**src/rtl/sync_param_fifo_pkg.sv**
```systemverilog
`default_nettype none
// ============================================================================
//  Module      : fifo_pkg
//  Description : Shared types and helpers for the parametrised sync FIFO.
//  Revision    : 1.0 - initial release
// ============================================================================
package fifo_pkg;

    // Sticky error flags reported by the FIFO
    typedef struct packed {
        logic overflow;
        logic underflow;
    } fifo_err_t;

    // Advance a pointer by one, wrapping at depth-1 back to 0 (any depth)
    function automatic int unsigned ptr_inc(input int unsigned ptr,
                                            input int unsigned depth);
        return (ptr == depth - 1) ? 0 : ptr + 1;
    endfunction

endpackage
`default_nettype wire

```
**src/rtl/fifo_mem_2p.sv**
```systemverilog
`default_nettype none
// ============================================================================
//  Module      : fifo_mem_2p
//  Description : DEPTH x WIDTH storage, one synchronous write port and one
//                asynchronous read port. Contents are not reset.
//  Revision    : 1.0 - initial release
// ============================================================================
module fifo_mem_2p #(
    parameter int WIDTH = 8,
    parameter int DEPTH = 4,
    localparam int c_AW = $clog2(DEPTH)
) (
    input  logic             clk,
    input  logic             i_we,
    input  logic [c_AW-1:0]  i_waddr,
    input  logic [WIDTH-1:0] i_wdata,
    input  logic [c_AW-1:0]  i_raddr,
    output logic [WIDTH-1:0] o_rdata
);

    logic [WIDTH-1:0] r_mem [DEPTH];

    // Write port: store data on an accepted push
    always_ff @(posedge clk) begin
        if (i_we) begin
            r_mem[i_waddr] <= i_wdata;
        end
    end

    assign o_rdata = r_mem[i_raddr];

endmodule
`default_nettype wire

```
**src/rtl/sync_param_fifo.sv**
```systemverilog
`default_nettype none
// ============================================================================
//  Module      : sync_param_fifo
//  Description : Single-clock FIFO with programmable almost-full/empty levels,
//                occupancy count, sticky overflow/underflow and selectable
//                first-word-fall-through or registered read data.
//  Revision    : 1.0 - initial release
// ============================================================================
module sync_param_fifo
    import fifo_pkg::*;
#(
    parameter int WIDTH    = 8,
    parameter int DEPTH    = 4,
    parameter int AF_LEVEL = DEPTH - 1,
    parameter int AE_LEVEL = 1,
    parameter int FWFT     = 1,
    localparam int c_CW    = $clog2(DEPTH + 1)
) (
    input  logic             clk,
    input  logic             reset,
    input  logic             push,
    input  logic [WIDTH-1:0] wdata,
    output logic             full,
    output logic             almost_full,
    input  logic             pop,
    output logic [WIDTH-1:0] rdata,
    output logic             rvalid,
    output logic             empty,
    output logic             almost_empty,
    output logic [c_CW-1:0]  count,
    output logic             overflow,
    output logic             underflow,
    input  logic             clr_err
);

    localparam int c_PW = $clog2(DEPTH);

    logic [c_PW-1:0]  r_wr_ptr;
    logic [c_PW-1:0]  r_rd_ptr;
    logic [c_CW-1:0]  r_count;
    logic [c_CW-1:0]  w_count_nxt;
    logic             r_full;
    logic             r_empty;
    logic             r_almost_full;
    logic             r_almost_empty;
    fifo_err_t        r_err;
    logic             w_acc_push;
    logic             w_acc_pop;
    logic [WIDTH-1:0] w_mem_rdata;

    // Requests are only honoured against the registered flags of this cycle
    assign w_acc_push = push & ~r_full;
    assign w_acc_pop  = pop  & ~r_empty;

    // Next occupancy; simultaneous push and pop leave the count unchanged
    always_comb begin
        w_count_nxt = r_count;
        case ({w_acc_push, w_acc_pop})
            2'b10:   w_count_nxt = r_count + 1'b1;
            2'b01:   w_count_nxt = r_count - 1'b1;
            default: w_count_nxt = r_count;
        endcase
    end

    // Pointers, count and flags; flags are registered from the next count
    always_ff @(posedge clk) begin
        if (reset) begin
            r_wr_ptr       <= '0;
            r_rd_ptr       <= '0;
            r_count        <= '0;
            r_full         <= 1'b0;
            r_empty        <= 1'b1;
            r_almost_full  <= (AF_LEVEL == 0);
            r_almost_empty <= 1'b1;
        end else begin
            if (w_acc_push) begin
                r_wr_ptr <= c_PW'(ptr_inc(32'(r_wr_ptr), DEPTH));
            end
            if (w_acc_pop) begin
                r_rd_ptr <= c_PW'(ptr_inc(32'(r_rd_ptr), DEPTH));
            end
            r_count        <= w_count_nxt;
            r_full         <= (w_count_nxt == c_CW'(DEPTH));
            r_empty        <= (w_count_nxt == '0);
            r_almost_full  <= (int'(w_count_nxt) >= AF_LEVEL);
            r_almost_empty <= (int'(w_count_nxt) <= AE_LEVEL);
        end
    end

    // Sticky errors; a fresh error in the same cycle as clr_err keeps the flag set
    always_ff @(posedge clk) begin
        if (reset) begin
            r_err <= '0;
        end else begin
            if (push & r_full) begin
                r_err.overflow <= 1'b1;
            end else if (clr_err) begin
                r_err.overflow <= 1'b0;
            end
            if (pop & r_empty) begin
                r_err.underflow <= 1'b1;
            end else if (clr_err) begin
                r_err.underflow <= 1'b0;
            end
        end
    end

    fifo_mem_2p #(
        .WIDTH (WIDTH),
        .DEPTH (DEPTH)
    ) u_mem (
        .clk     (clk),
        .i_we    (w_acc_push),
        .i_waddr (r_wr_ptr),
        .i_wdata (wdata),
        .i_raddr (r_rd_ptr),
        .o_rdata (w_mem_rdata)
    );

    generate
        if (FWFT != 0) begin : g_fwft
            // Head word shown directly; forced to zero while empty so stale
            // storage never appears on the output
            assign rdata  = r_empty ? '0 : w_mem_rdata;
            assign rvalid = ~r_empty;
        end else begin : g_reg_read
            logic [WIDTH-1:0] r_rdata;
            logic             r_rvalid;

            // Registered read: capture the head word on an accepted pop
            always_ff @(posedge clk) begin
                if (reset) begin
                    r_rdata  <= '0;
                    r_rvalid <= 1'b0;
                end else begin
                    r_rvalid <= w_acc_pop;
                    if (w_acc_pop) begin
                        r_rdata <= w_mem_rdata;
                    end
                end
            end

            assign rdata  = r_rdata;
            assign rvalid = r_rvalid;
        end
    endgenerate

    assign full         = r_full;
    assign almost_full  = r_almost_full;
    assign empty        = r_empty;
    assign almost_empty = r_almost_empty;
    assign count        = r_count;
    assign overflow     = r_err.overflow;
    assign underflow    = r_err.underflow;

endmodule
`default_nettype wire

```
**config.mk**
```make
export PLATFORM = sky130hd
export DESIGN_NAME = sync_param_fifo
export DESIGN_NICKNAME = d
export VERILOG_FILES = /design/src/rtl/sync_param_fifo_pkg.sv /design/src/rtl/fifo_mem_2p.sv /design/src/rtl/sync_param_fifo.sv
export SDC_FILE = /design/constraint.sdc
export NUM_CORES = 1
export LEC_CHECK = 0
export CAP_MARGIN = 25
export CORE_UTILIZATION = 47
export DETAILED_ROUTE_END_ITERATION = 16
export PLACE_DENSITY = 0.72
export REMOVE_ABC_BUFFERS = 1
export SLEW_MARGIN = 30
export SYNTH_ARGS = -nofsm -noshare
export SYNTH_HDL_FRONTEND = slang
export SYNTH_SLANG_ARGS = --single-unit
```
**constraint.sdc**
```tcl
create_clock -name clk -period 2.5 [get_ports clk]
set_clock_uncertainty 0.2 [all_clocks]
set_input_delay 0.625 -clock clk [delete_from_list [all_inputs] [get_ports clk]]
set_output_delay 0.625 -clock clk [all_outputs]
set_load 0.02 [all_outputs]
```
### Yosys cells after proc, flatten, opt, wreduce, memory -nomap -nowiden

Memories as Yosys holds them, arrays and structs flattened. A register that Yosys moved wholly into a read port is not among the register bits.
Index checks and enable logic that the tools add are counted.

| word-level totals | value |
|---|---|
| bits in registers | 13 |
| bits in writable memories | 32 |
| bits of input ports | 13 |
| output and inout port bits | 18 |
| word-level logic and storage cells | 41 |
| memories kept | 1 |

| cells by class | value |
|---|---|
| $add $sub $neg | 4 |
| magnitude comparators | 2 |
| eq/ne operators | 5 |
| mux-type cells | 11 |
| bitwise logic cells | 6 |
| reduce and logical (&&, ||, !) cells | 3 |

Memories:

| memory | depth | width | rd ports | clocked after Yosys merged registers in | wr ports | line | source |
|---|---|---|---|---|---|---|---|
| u_mem.r_mem | 4 | 8 | 1 | 1 | 1 | fifo_mem_2p.sv:21 | `logic [WIDTH-1:0] r_mem [DEPTH];` |

Operator list:

| kind | count |
|---|---|
| two-way mux 2 bit | 4 |
| two-way mux 8 bit | 1 |
| equality test 2 bit, second input constant | 3 |
| case mux 3 bit (2 select lines) | 1 |
| two-way mux 1 bit | 5 |
| adder 2 x 1 -> 2 bit, second input constant | 2 |
| AND 1 bit | 4 |
| nonzero test 2 bit | 2 |
| adder 3 x 1 -> 3 bit, second input constant | 1 |
| equality test 3 bit, second input constant | 1 |
| >= comparator 3 x 2 -> 1 bit, second input constant | 1 |
| <= comparator 3 x 1 -> 1 bit, second input constant | 1 |
| zero test 3 bit | 1 |
| subtractor 3 x 1 -> 3 bit, second input constant | 1 |
| equality test 2 x 1 -> 1 bit, second input constant | 1 |
| inverter 1 bit | 2 |

### Longest topological paths before layout

| logic depth | value |
|---|---|
| depth in word-level cells | 5 |
| mapped depth | 8 |
| mapped depth without buffers | 7 |

### By module

A second synthesis with hierarchy kept.

| second synthesis, totals | value |
|---|---|
| cells, all modules | 112 |
| area, all modules | 1811.7 sq um |

By module, submodules not included:

| module | instances | cells each | area an instance (sq um) | seq. area each (sq um) |
|---|---|---|---|---|
| fifo_mem_2p | 1 | 46 | 1188.6 | 960.9 |
| sync_param_fifo | 1 | 66 | 623.1 | 260.2 |

### Worst setup path before layout

OpenSTA, ideal clock, no wires.

| timing path | value |
|---|---|
| path type | in2reg |
| start point | in push |
| end point | reg r_empty, in the netlist empty |
| library setup time | 0.124 ns |
| data arrival time | 2.286 ns |
| data required time | 2.176 ns |
| slack | -0.110 ns |
| stages | 8 |
| buffers on the path | 1 |
| path through | nor2b_1 -> clkbuf_1 -> inv_1 -> ha_1 -> fa_1 -> xnor2_1 -> or4_4 -> o311a_2 |

| on the way | value |
|---|---|
| cells in the longest elaborated chain, start to end | 4 |
| elaborated cells on any way between the ends | 5 |
| those cells by class | eq/ne: 2; mux: 1; bitwise: 1; reduce/logical: 1 |

Ends and longest elaborated chain:

| element | line | source |
|---|---|---|
| start: declaration | sync_param_fifo.sv:21 | `input logic push,` |
| AND 1 bit (*) | sync_param_fifo.sv:52 | `assign w_acc_push = push & ~r_full;` |
| equality test 2 x 1 -> 1 bit / equality test 2 bit (equally long branches) | sync_param_fifo.sv:58 | `case ({w_acc_push, w_acc_pop})` |
| case mux 3 bit (2 select lines) (*) | sync_param_fifo.sv:58 |  |
| zero test 3 bit (*) | sync_param_fifo.sv:84 | `r_empty <= (w_count_nxt == '0);` |
| end signal: assignment | sync_param_fifo.sv:84 |  |
| end: declaration | sync_param_fifo.sv:43 | `logic r_empty;` |

Every way passes the cells marked *; elsewhere a longest branch is shown, timed or not.
A chain may end at the register's enable or synchronous reset.

### Worst setup path after layout

Same ends and word-level chain as after synthesis.

==> results.py <==
metrics = {
    "flow_run": {
        "drv_cap": 0,
    },
    "critical_path": {
        "cp.arrival_ns": 2.42,
        "crit_path_max_incr_delay_ns": 0.55,
        "critical_path.max_fanout": 5,
        "critical-path-slowest-cell": "or4_4",
        "critPathKind": "in -> reg",
        "critical_path_required_ns": 2.49,
        "endpoint_kind": "flop",
        "start_kind": "input port",
        "worstPathCellList": "dlygate4sd2_1 -> nor2b_4 -> inv_2 -> ha_4 -> fa_2 -> xnor2_2 -> or4_4 -> o311a_4",
    },
    "clock_tree": {
        "cts_root_buffer": "clkbuf_8",
        "holdBufCountCts": 0,
        "cts_max_level": 2,
        "cts_tree": "done",
        "clock-sinks": 47,
        "cts_made_buffers": 5,
        "clk_pin_slew_worst_paths_ns": 0.08,
        "cts_buffer_depth": 2,
        "clk_latency_ns": 0.29,
    },
    "final_layout": {
        "register_area_um2": 1260,
        "finalNetCount": 187,
        "syn_to_final_growth_pct": 35.2,
        "antenna_cells": 0,
        "drive_gt1_share_pct": 29.8,
        "finalNonFillerCells": 216,
        "multi_input_area_um2": 613,
        "fillerInstances": 269,
    },
    "timing": {
        "tightestPinTransition_ns": 0.326,
        "relSlewSlack_pct": 78.2,
        "rsz0062_at_grt": "false",
        "report.final.slew_viol_count": 0,
        "finalHoldViolCount": 0,
        "fmax_mhz": 411,
        "setup_viol": 0,
        "period_share_pct": 97.3,
        "fin_crit_ns": 2.43,
        "fin_tns_setup_ns": 0,
    },
    "drt": {
        "drt.antenna.violating_nets": 0,
        "vias_per_cell": 5.06,
        "wl_met2_um": 1960,
        "wirelength_um": 3470,
        "drtIter0Drc": 31,
        "drt-wirelength-per-cell_um": 16.1,
        "met1_length_um": 1280,
        "vias": 1093,
        "drc_errors": 0,
        "drtPass1Iterations": 4,
        "route.met3.wl_um": 174,
        "maxUsedRoutingLayer": "met4",
    },
    "logic_synthesis": {
        "synth_area_leader_cell": "edfxtp_1",
        "synth_most_common_cell": "edfxtp_1",
        "synth_edf_count": 32,
        "synthAdderAreaFrac_pct": 5.09,
        "synthMuxAreaShare_pct": 12.3,
        "yosys.area.top_type_share_pct": 51.4,
        "yosys-top-cells-area": "edfxtp_1 (51%), dfxtp_1 (16%), mux4_2 (9.6%)",
        "synth-compound-area-share_pct": 2.48,
        "synth_top_family_by_area": "multiplexers",
        "ys.flop_type": "edfxtp_1",
        "ys_ff_latch": 47,
        "syn_inst": 116,
        "async_reset_ff_share_pct": 0,
        "synthSimpleGateAreaFrac_pct": 9.44,
        "yosys-top-cells-count": "edfxtp_1 (32), dfxtp_1 (15), and2_1 (12)",
        "ys_warn_count": 0,
        "avgSynthCellArea_um2": 16.1,
        "ys_types": 25,
        "synth_seq_area_share_pct": 67.5,
        "syn_area_um2": 1870,
        "yosys.area_share.xor_xnor_pct": 0.938,
    },
    "die": {
        "num_rows": 22,
        "num_io_pins": 31,
        "die-area_um2": 4230,
        "die_height_um": 65.0,
        "die_w_um": 65.0,
        "core-area_um2": 3740,
        "start_util_pct": 49.9,
    },
    "place": {
        "dp_cells": 207,
        "io_buffers": 30,
        "dp_hpwl_um": 2500,
        "place.gp.congestion": 0.755,
    },
    "global_routing": {
        "grtUsageTotal_pct": 19.4,
        "grt_pass1_wl_um": 5640,
        "grt_max_degree": 15,
        "grt_pass1_vias": 1163,
        "overflow": 0,
        "antenna_found_initial": 0,
    },
    "power_and_ir_drop": {
        "p_leak_nw": 0.970,
        "ir_drop_v": 0.000628,
        "powerDensity_nw_per_um2": 952,
    },
    "outcome": {
        "status": "complete, no violations",
    },
    "min_path": {
        "min_path_type": "reg -> reg",
    },
}
area by class of cell:
cell class	instances	area share (%)
Clock buffer	6	2.87
Clock inverter	2	2.38
Inverter	5	0.743
Multi-Input combinational cell	60	24.3
Sequential cell	47	50.0
Tap cell	48	2.38
Timing Repair Buffer	48	17.3
layer usage:
layer | GRT usage, % | up-vias
met5 | 0 | -
met1 | 21.2 | 536
li1 | - | 524
met3 | 6.34 | 6
met4 | 8.15 | 0
met2 | 34.4 | 27
where the power goes:
part           internal (mW)  leakage (nW)  switching (mW)  total, mW
registers              0.929         0.417          0.0673      0.996
clock network          0.399        0.0654           0.232      0.631
logic                  0.407         0.487           0.370      0.777
state kept, by name (all words and copies together) (netlist names), named ones only:
signal        count
almost_full       1
r_wr_ptr          2
u_mem.r_mem      32
r_rd_ptr          2
full              1
underflow         1
almost_empty      1
empty             1
overflow          1
count             3
metrics by stage:
stage	hold WS [ns]	utilization [%]	power [mW]	worst slack, ns	instance area, um2
6_report	0.327	67.4	2.40	0.0680	2520
5_1_grt	0.392	67.4	2.53	0.00287	2520
4_1_cts	0.315	67.8	2.44	0.000856	2540
3_5_place_dp	0.293	63.3	1.79	-0.510	2370
3_3_place_gp	0.286	63.3	1.76	-0.443	2370
2_1_floorplan	0.292	-	1.39	-0.127	1850
placed cells by master (no fill, tap or decap), types with 2 or more instances in the layout:
master | synthesis | layout
edfxtp_1 | 32 | 32
clkdlybuf4s50_1 | 0 | 20
dfxtp_1 | 15 | 14
buf_4 | 0 | 13
and2_1 | 12 | 12
nor2_1 | 11 | 11
mux4_2 | 8 | 8
buf_2 | 0 | 8
mux2i_1 | 5 | 5
ha_1 | 6 | 5
clkbuf_8 | 0 | 5
inv_1 | 5 | 4
buf_12 | 0 | 3
nor2b_4 | 0 | 2
nor3b_1 | 2 | 2
a22oi_1 | 2 | 2
bufinv_16 | 0 | 2
dlygate4sd2_1 | 0 | 2
buf_6 | 1 | 2
critical path, delay by kind of cell:
kind	cells	cell delay, ns
AOI/OAI and AO/OA	1	0.14
xor gates and xnor gates	1	0.15
adders and majority gates	2	0.53
buffers and inverters	2	0.27
and+or+nand+nor	2	0.71
worst paths after layout:
| kind | endpoint | slack (ns) | from | depth (start not counted) |
|---|---|---|---|---|
| setup reg to reg | empty | 0.29 | full | 7 |
| setup / recovery | empty | 0.07 | push | 8 |
| hold reg to reg | underflow | 0.33 | underflow | 2 |
| hold / removal | underflow | 0.33 | underflow | 2 |
timing repair:
action	in CTS	in global routing
gates resized for setup	45	2
buffers inserted	1	0
endpoints found under the hold margin	0	0
setup endpoints to repair	13	2
pin swaps	4	0
logic make-up (layout without fill, tap and decap cells):
logic type | count (synthesis) | in the layout
AOI/OAI and AO/OA | 6 | 6
muxes | 13 | 13
buffers and inverters | 9 | 61
adders and majority gates | 7 | 7
DFF | 47 | 47
xor gates and xnor gates | 2 | 2
and+or+nand+nor | 32 | 32
Note: power is estimated with default switching activity, not from simulation.
